[config.mk]
export PLATFORM = sky130hd
export DESIGN_NAME = fetch_stage
export DESIGN_NICKNAME = d
export VERILOG_FILES = /design/src/rtl/cpu_pkg.sv /design/src/rtl/if_id_reg.sv /design/src/rtl/fetch_stage.sv
export SDC_FILE = /design/constraint.sdc
export NUM_CORES = 1
export LEC_CHECK = 0
export CAP_MARGIN = 20
export CORE_MARGIN = 4
export CORE_UTILIZATION = 40
export CTS_BUF_LIST = sky130_fd_sc_hd__clkbuf_16
export CTS_CLUSTER_DIAMETER = 50
export DETAILED_ROUTE_END_ITERATION = 12
export GPL_ROUTABILITY_DRIVEN = 0
export PLACE_DENSITY = 0.72
export SYNTH_ARGS = -nofsm -noshare
export SYNTH_HDL_FRONTEND = slang
export SYNTH_SLANG_ARGS = --single-unit
[constraint.sdc]
create_clock -name clk -period 3.35 [get_ports clk]
set_clock_uncertainty 0.15 [all_clocks]
set_input_delay 0.67 -clock clk [delete_from_list [all_inputs] [get_ports clk]]
set_output_delay 0.67 -clock clk [all_outputs]
set_load 0.02 [all_outputs]
[src/rtl/cpu_pkg.sv]
// Shared CPU definitions: machine width, NOP encoding, default reset PC,
// IF/ID pipeline register payload and the fetch-stage fault FSM states.
package cpu_pkg;

   localparam int XLEN = 32;

   localparam logic [XLEN-1:0] NOP_INS          = 32'h0000_0000;
   localparam logic [XLEN-1:0] DEFAULT_RESET_PC = 32'h0000_0000;

   // IF/ID payload, also consumed by the datapath decode stage
   typedef struct packed {
      logic            valid;
      logic [XLEN-1:0] ins;
      logic [XLEN-1:0] pc;
      logic [XLEN-1:0] pc_plus4;
   } if_id_t;

   typedef enum logic [0:0] {
      RUN   = 1'b0,
      FAULT = 1'b1
   } fetch_state_e;

   // True when an address points at a 32-bit word boundary
   function automatic logic word_aligned(input logic [XLEN-1:0] addr);
      return (addr[1:0] == 2'b00);
   endfunction

endpackage

[src/rtl/if_id_reg.sv]
// IF/ID pipeline register. Bubble has priority over load; with neither the
// register holds. A bubble clears valid and forces the NOP word so decode
// never sees a stale instruction next to valid=0.
module if_id_reg
   import cpu_pkg::*;
(
   input  logic   clk,
   input  logic   rst_n,
   input  logic   load,
   input  logic   bubble,
   input  if_id_t d,
   output if_id_t q
);

   if_id_t q_r;

   // Pipeline register with async reset to a NOP bubble
   always_ff @(posedge clk or negedge rst_n) begin
      if (!rst_n) begin
         q_r.valid    <= 1'b0;
         q_r.ins      <= NOP_INS;
         q_r.pc       <= {XLEN{1'b0}};
         q_r.pc_plus4 <= {XLEN{1'b0}};
      end else if (bubble) begin
         q_r.valid <= 1'b0;
         q_r.ins   <= NOP_INS;
      end else if (load) begin
         q_r <= d;
      end else begin
         q_r <= q_r;
      end
   end

   assign q = q_r;

endmodule

[src/rtl/fetch_stage.sv]
// Instruction-fetch stage: owns the PC, presents it to the combinational
// icache, and registers the returned word into IF/ID. Redirects win over
// stalls; a misaligned redirect or an out-of-range fetch parks the stage in
// a sticky FAULT state that only reset leaves.
module fetch_stage
   import cpu_pkg::*;
#(
   parameter logic [31:0] RESET_PC    = DEFAULT_RESET_PC,
   parameter int          ICACHE_SIZE = 128
)
(
   input  logic        clk,
   input  logic        rst_n,
   output logic [31:0] pc,
   input  logic [31:0] ins,
   input  logic        stall,
   input  logic        redirect_valid,
   input  logic [31:0] redirect_target,
   output logic        id_valid,
   output logic [31:0] id_ins,
   output logic [31:0] id_pc,
   output logic [31:0] id_pc_plus4,
   output logic        fetch_fault,
   output logic [31:0] fault_pc,
   output logic [31:0] fetch_count
);

   // Low bits forced to zero so the PC is word aligned even if misconfigured
   localparam logic [XLEN-1:0] RESET_PC_ALIGNED = {RESET_PC[XLEN-1:2], 2'b00};
   localparam logic [XLEN-3:0] ICACHE_WORDS     = (XLEN-2)'(ICACHE_SIZE);

   fetch_state_e    state_r, state_next_s;
   logic [XLEN-1:0] pc_r, pc_next_s, pc_plus4_s;
   logic [XLEN-1:0] fault_pc_r, fault_addr_s;
   logic [XLEN-1:0] count_r;
   logic            misaligned_s, out_of_range_s;
   logic            id_load_s, id_bubble_s, count_inc_s, fault_set_s;
   if_id_t          id_d_s, id_q_s;

   assign pc_plus4_s     = pc_r + 32'd4;
   assign misaligned_s   = !word_aligned(redirect_target);
   assign out_of_range_s = (pc_r[XLEN-1:2] >= ICACHE_WORDS);

   // FSM state register
   always_ff @(posedge clk or negedge rst_n) begin
      if (!rst_n) begin
         state_r <= RUN;
      end else begin
         state_r <= state_next_s;
      end
   end

   // FSM next state: enter FAULT on a bad redirect or an out-of-range fetch
   always_comb begin
      state_next_s = state_r;
      case (state_r)
         RUN: begin
            if (redirect_valid) begin
               state_next_s = misaligned_s ? FAULT : RUN;
            end else if (stall) begin
               state_next_s = RUN;
            end else if (out_of_range_s) begin
               state_next_s = FAULT;
            end else begin
               state_next_s = RUN;
            end
         end
         FAULT:   state_next_s = FAULT;
         default: state_next_s = FAULT;
      endcase
   end

   // FSM outputs: PC update, IF/ID control, counter and fault capture
   always_comb begin
      pc_next_s    = pc_r;
      id_load_s    = 1'b0;
      id_bubble_s  = 1'b0;
      count_inc_s  = 1'b0;
      fault_set_s  = 1'b0;
      fault_addr_s = fault_pc_r;
      case (state_r)
         RUN: begin
            if (redirect_valid) begin
               id_bubble_s = 1'b1;
               if (misaligned_s) begin
                  fault_set_s  = 1'b1;
                  fault_addr_s = redirect_target;
               end else begin
                  pc_next_s = redirect_target;
               end
            end else if (stall) begin
               pc_next_s = pc_r;
            end else if (out_of_range_s) begin
               id_bubble_s  = 1'b1;
               fault_set_s  = 1'b1;
               fault_addr_s = pc_r;
            end else begin
               pc_next_s   = pc_plus4_s;
               id_load_s   = 1'b1;
               count_inc_s = 1'b1;
            end
         end
         FAULT:   id_bubble_s = 1'b1;
         default: id_bubble_s = 1'b1;
      endcase
   end

   // PC, fault address and delivered-instruction counter
   always_ff @(posedge clk or negedge rst_n) begin
      if (!rst_n) begin
         pc_r       <= RESET_PC_ALIGNED;
         fault_pc_r <= {XLEN{1'b0}};
         count_r    <= {XLEN{1'b0}};
      end else begin
         pc_r       <= pc_next_s;
         fault_pc_r <= fault_set_s ? fault_addr_s : fault_pc_r;
         count_r    <= count_inc_s ? (count_r + 32'd1) : count_r;
      end
   end

   assign id_d_s.valid    = 1'b1;
   assign id_d_s.ins      = ins;
   assign id_d_s.pc       = pc_r;
   assign id_d_s.pc_plus4 = pc_plus4_s;

   if_id_reg u_if_id (
      .clk    (clk),
      .rst_n  (rst_n),
      .load   (id_load_s),
      .bubble (id_bubble_s),
      .d      (id_d_s),
      .q      (id_q_s)
   );

   assign pc          = pc_r;
   assign id_valid    = id_q_s.valid;
   assign id_ins      = id_q_s.ins;
   assign id_pc       = id_q_s.pc;
   assign id_pc_plus4 = id_q_s.pc_plus4;
   assign fetch_fault = (state_r == FAULT);
   assign fault_pc    = fault_pc_r;
   assign fetch_count = count_r;

endmodule
# Word-level counts from Yosys, hierarchy flattened
# Cells that the tools add are included.
# totals
regBits	194
latchBits	0
ram_bits	0
rom_bits	0
in_bits	68
elab_cells	45
mem_count	0
# op_classes
n_addsub	2
mul	0
div	0
magnitude_cmp	1
n_eq_ne	4
n_shift	0
n_mux	22
n_bitwise	2
reduce_logical	6
# op_table
op	n
2-to-1 mux 32 bit	8
2-to-1 mux 97 bit	1
2-to-1 mux 33 bit	1
adder 32 x 1 -> 32 bit, second input constant	1
adder 32 x 3 -> 32 bit, second input constant	1
>= comparator 30 x 8 -> 1 bit, second input constant	1
2-to-1 mux 1 bit	10
AND reduction 5 bit	1
inequality test 2 x 1 -> 1 bit, second input constant	2
inequality test 2 bit, second input constant	2
one-hot mux 1 bit (2 select lines)	2
AND reduction 4 bit	1
nonzero test 2 bit	2
zero test 2 bit	1
NOT 1 bit	2
AND reduction 2 bit	1

# Logic depth before layout (Yosys ltp)
# depth
word_depth	7
mapped_depth	8
ltp_nobuf	6

# Modules after synthesis
# Synthesis repeated with hierarchy kept, for this count alone.
# unflattened
cells_unflattened	750
area_unflattened_um2	9044.9
# by_module_without_submodules
module	n_inst	cells_each	area_each_um2	seq_area_each_um2
fetch_stage	1	507	5026.1	2427.3
if_id_reg	1	243	4018.9	2427.3

# Least setup slack after synthesis
# No wires, ideal clock.
# synth_timing
path_kind	input-to-reg
from	input port redirect_valid
to	register count_r[8], in the netlist fetch_count[8]
setup_time_ns	0.130
arrival_ns	2.191
t_required_ns	3.070
slack_ns	0.878
stages	6
n_path_buf	1
cell_sequence	buf_2 or4_4 nor2_4 nand3_2 or4b_4 xnor2_2
# synth_between
elab_chain_cells	2
# synth_rtl
item	line_no	rtl
start: declaration	fetch_stage.sv:17	input logic redirect_valid,
2-to-1 mux 1 bit	fetch_stage.sv:83	if (redirect_valid) begin
2-to-1 mux 1 bit	fetch_stage.sv:81	case (state_r)
end signal: assignment	fetch_stage.sv:113	count_r <= {XLEN{1'b0}};
end signal: assignment	fetch_stage.sv:117	count_r <= count_inc_s ? (count_r + 32'd1) : count_r;
end: declaration	fetch_stage.sv:35	logic [XLEN-1:0] count_r;
# Every way passes these cells.
# A chain may end at the register's enable or synchronous reset.

# Final worst setup path
# layout_timing
from	register pc_r[4], in the netlist pc[4]
to	output port pc[4]
# layout_rtl
item	line_no	rtl
start: declaration	fetch_stage.sv:33	logic [XLEN-1:0] pc_r, pc_next_s, pc_plus4_s;
start signal: assignment	fetch_stage.sv:115	pc_r <= pc_next_s;
end: declaration	fetch_stage.sv:14	output logic [31:0] pc,
# No word-level cell between the ends.

==> reports/metrics.yaml <==
final_layout:
  syn_to_final_growth_pct: 45.4
  drive_gt1_share_pct: 6.14
  nets: 1019
  antenna_cells: 0
  final_cells: 1221
  final_util_pct: 59.6
cts:
  hold_buffers: 0
  root_buffer: "clkbuf_16"
  cts_htree_levels: 4
  cts_tree: "done"
  clk_latency_ns: 0.43
  cts_sinks: 192
  cts_buffers: 17
  clk_pin_slew_worst_paths_ns: 0.07
  cts_resized: 0
  postCtsSetupBuffers: 0
  clock_path_buffers: 2
floorplan:
  die_y_um: 147
  die-area_mm2: 0.0216
  core_area_mm2: 0.0188
  die_x_um: 147
  rows: 50
  ios: 262
  start_util_pct: 41.0
sta:
  worstMarginPinSlew_ns: 0.722
  maxSlewViolCount: 0
  fmax_ghz: 0.388
  grt_setup_unrepaired: "false"
  fin_crit_sh_pct: 77.0
  slew_headroom_pct: 51.4
  fin_setup_tns_ns: 0
  post-route-min-period_ns: 2.58
  setup_violations: 0
  hold_violations: 0
critical_path:
  worst_setup_path_end_kind: "primary output"
  rr_endpoint: "u_if_id.q[87]$_DFFE_PN0P_"
  regToRegStartpoint: "pc[16]$_DFFE_PN0P_"
  worstPathRequired_ns: 2.53
  path_cells: "clkdlybuf4s50_1"
  crit_path_top_delay_cell: "clkdlybuf4s50_1"
  r2r_setup_slack_ns: 0.80
  critical-path-top-delay-family: "buffers and inverters"
  crit_type: "flip-flop to primary output"
  crit_buf_inv: 1
  slowest_delay_ns: 0.70
  worstPathMaxFanout: 12
  start_kind: "flip-flop"
  r2r_cells: 6
  crit_arrival_ns: 1.76
grt:
  use_met1_pct: 28.0
  overflow: 0
  use_met3_pct: 5.49
  grt_usage_pct: 20.0
  grt_pass1_wl_mm: 34.5
  grt-busiest-layer: "met2"
  grt_pass1_vias: 6095
  antenna_found_initial: 0
  grt_max_degree: 82
  grt_util_met2_pct: 30.2
placed_design:
  place_hpwl_mm: 15.1
  dp.cells: 1189
  io_buffers: 261
power_and_ir_drop:
  p_seq_share_pct: 46.9
  cellInternalPower_mw: 3.94
  p_leak_nw: 4.94
  clkPwrFrac_pct: 38.4
  peakVddDrop_uv: 322
  powerDensity_mw_per_mm2: 481
  netSwitchingFraction_pct: 27.0
  netSwitchingPower_mw: 1.46
  p_comb_share_pct: 14.6
yosys:
  syn_nets: 776
  synth_top_flop_cell: "dfrtp_1"
  synthArstFlopShare_pct: 100
  ys_ff_latch: 192
  syn_area_mm2: 0.00771
  synth.distinct_cells: 46
  ys_warn_count: 0
  seq_area_frac_synth_pct: 62.3
  avgSynthCellArea_um2: 10.9
  syn-instance-count: 705
  synth_edf_count: 0
outcome:
  status: "finished, final reports clean"
routing:
  avgRoutedWirePerCell_um: 17.3
  drc: 0
  drt_iter0_markers: 405
  postRouteAntennaNets: 0
  viasPerCell: 4.98
  vias: 6075
  wl_mm: 21.1
  drtPass1Iterations: 5
worst_hold_path:
  min_path_type: "input pin to async pin"
job:
  maxCapViolCount: 0
[per-stage QoR]
stage          hold WS [ns]  cell area [µm²]  setup WS, ns  power (mW)
6_report              0.131            11200         0.772        5.40
5_1_grt               0.177            11200         0.641        5.63
4_1_cts               0.145            11200         0.755        5.45
3_5_place_dp          0.317            10600         0.444        3.37
3_3_place_gp          0.310            10600         0.544        3.37
2_1_floorplan         0.224             7710         0.878        2.90
[kinds of logic after synthesis]
group | Yosys count | share of synthesized area (%)
buffers and inverters | 56 | 3.11
AO/OA/AOI/OAI | 122 | 10.2
adder cells (fa/ha/maj) | 3 | 0.487
AND/OR/NAND/NOR | 281 | 17.8
flip-flops | 192 | 62.3
XOR/XNOR | 37 | 4.30
multiplexers | 14 | 1.87
[power groups by stage]
stage                     logic [mW]  registers, mW  clock network, mW
final                          0.790           2.53               2.08
after global routing           0.859           2.55               2.22
after CTS                      0.803           2.53               2.12
after detailed placement       0.800           2.57                  0
after global placement         0.794           2.57                  0
after floorplan                0.192           2.71                  0
[Yosys cell counts (3+ instances only)]
library cell    n  share of area (%)
dfrtp_1       192                 62
nand2_1       115                5.6
nor2_1         51                2.5
and2_1         48                3.9
o21ai_0        41                2.7
clkbuf_1       31                1.5
a22o_1         30                3.4
a31oi_1        24                1.9
xnor2_1        22                2.5
a21oi_1        18                1.2
xor2_1         14                1.6
nand3_1        13               0.84
buf_2          12               0.78
mux2i_1        11                1.4
nor4_1         11               0.89
nand4_1         8               0.65
and3_1          7               0.57
and4_1          6               0.68
inv_1           6               0.29
nor3_1          6               0.39
buf_4           4               0.39
ha_1            3               0.49
mux2_2          3               0.44
nor2b_1         3               0.24
[how the worst max path moves through the flow]
stage	to	depth (start not counted)	slack [ns]	from
6_report	pc[4]	1	0.77	pc[4]$_DFFE_PN0P_
5_1_grt	u_if_id.q[87]$_DFFE_PN0P_	6	0.64	pc[16]$_DFFE_PN0P_
4_1_cts	pc[4]	1	0.76	pc[4]$_DFFE_PN0P_
3_5_place_dp	pc[11]$_DFFE_PN0P_	7	0.44	redirect_target[1]
3_3_place_gp	fetch_count[23]$_DFFE_PN0P_	6	0.54	stall
2_1_floorplan	fetch_count[8]$_DFFE_PN0P_	6	0.88	redirect_valid
[final cells by class]
cell class | count | area (µm²)
multi-input combinational | 457 | 2690
tap | 260 | 325
sequential | 192 | 4800
fill | 1563 | 7610
timing repair buffer | 273 | 2760
clock buffer | 17 | 425
clock inverter | 15 | 178
inverter | 7 | 26.3
[metal layers]
metal | part of all wire, % | vias up | wire length [µm]
met5 | 0 | - | 0
li1 | - | 2889 | -
met2 | 45 | 199 | 9580
met3 | 6.5 | 36 | 1370
met4 | 2.9 | 0 | 606
met1 | 45 | 2951 | 9560
[layout by cell type, fill, tap and decap left out, types with 4 or more instances in the layout]
cell type / Yosys / final
a21oi_1: 18 / 18
a22o_1: 30 / 30
a31oi_1: 24 / 23
and2_1: 48 / 48
and3_1: 7 / 7
and4_1: 6 / 6
buf_12: 0 / 5
buf_4: 4 / 7
clkbuf_16: 0 / 17
clkdlybuf4s50_1: 0 / 259
clkinv_4: 0 / 4
dfrtp_1: 192 / 192
inv_1: 6 / 6
inv_6: 0 / 4
mux2i_1: 11 / 11
nand2_1: 115 / 115
nand3_1: 13 / 13
nand4_1: 8 / 8
nor2_1: 51 / 50
nor3_1: 6 / 6
nor4_1: 11 / 11
o21ai_0: 41 / 41
xnor2_1: 22 / 22
xor2_1: 14 / 14
[flip-flops by register name, summed over array words and instances (netlist names)]
signal,flops
fetch_count,32
fetch_fault,1
fault_pc,32
u_if_id.q,95
pc,32
Note: power is estimated with default switching activity, not from simulation.
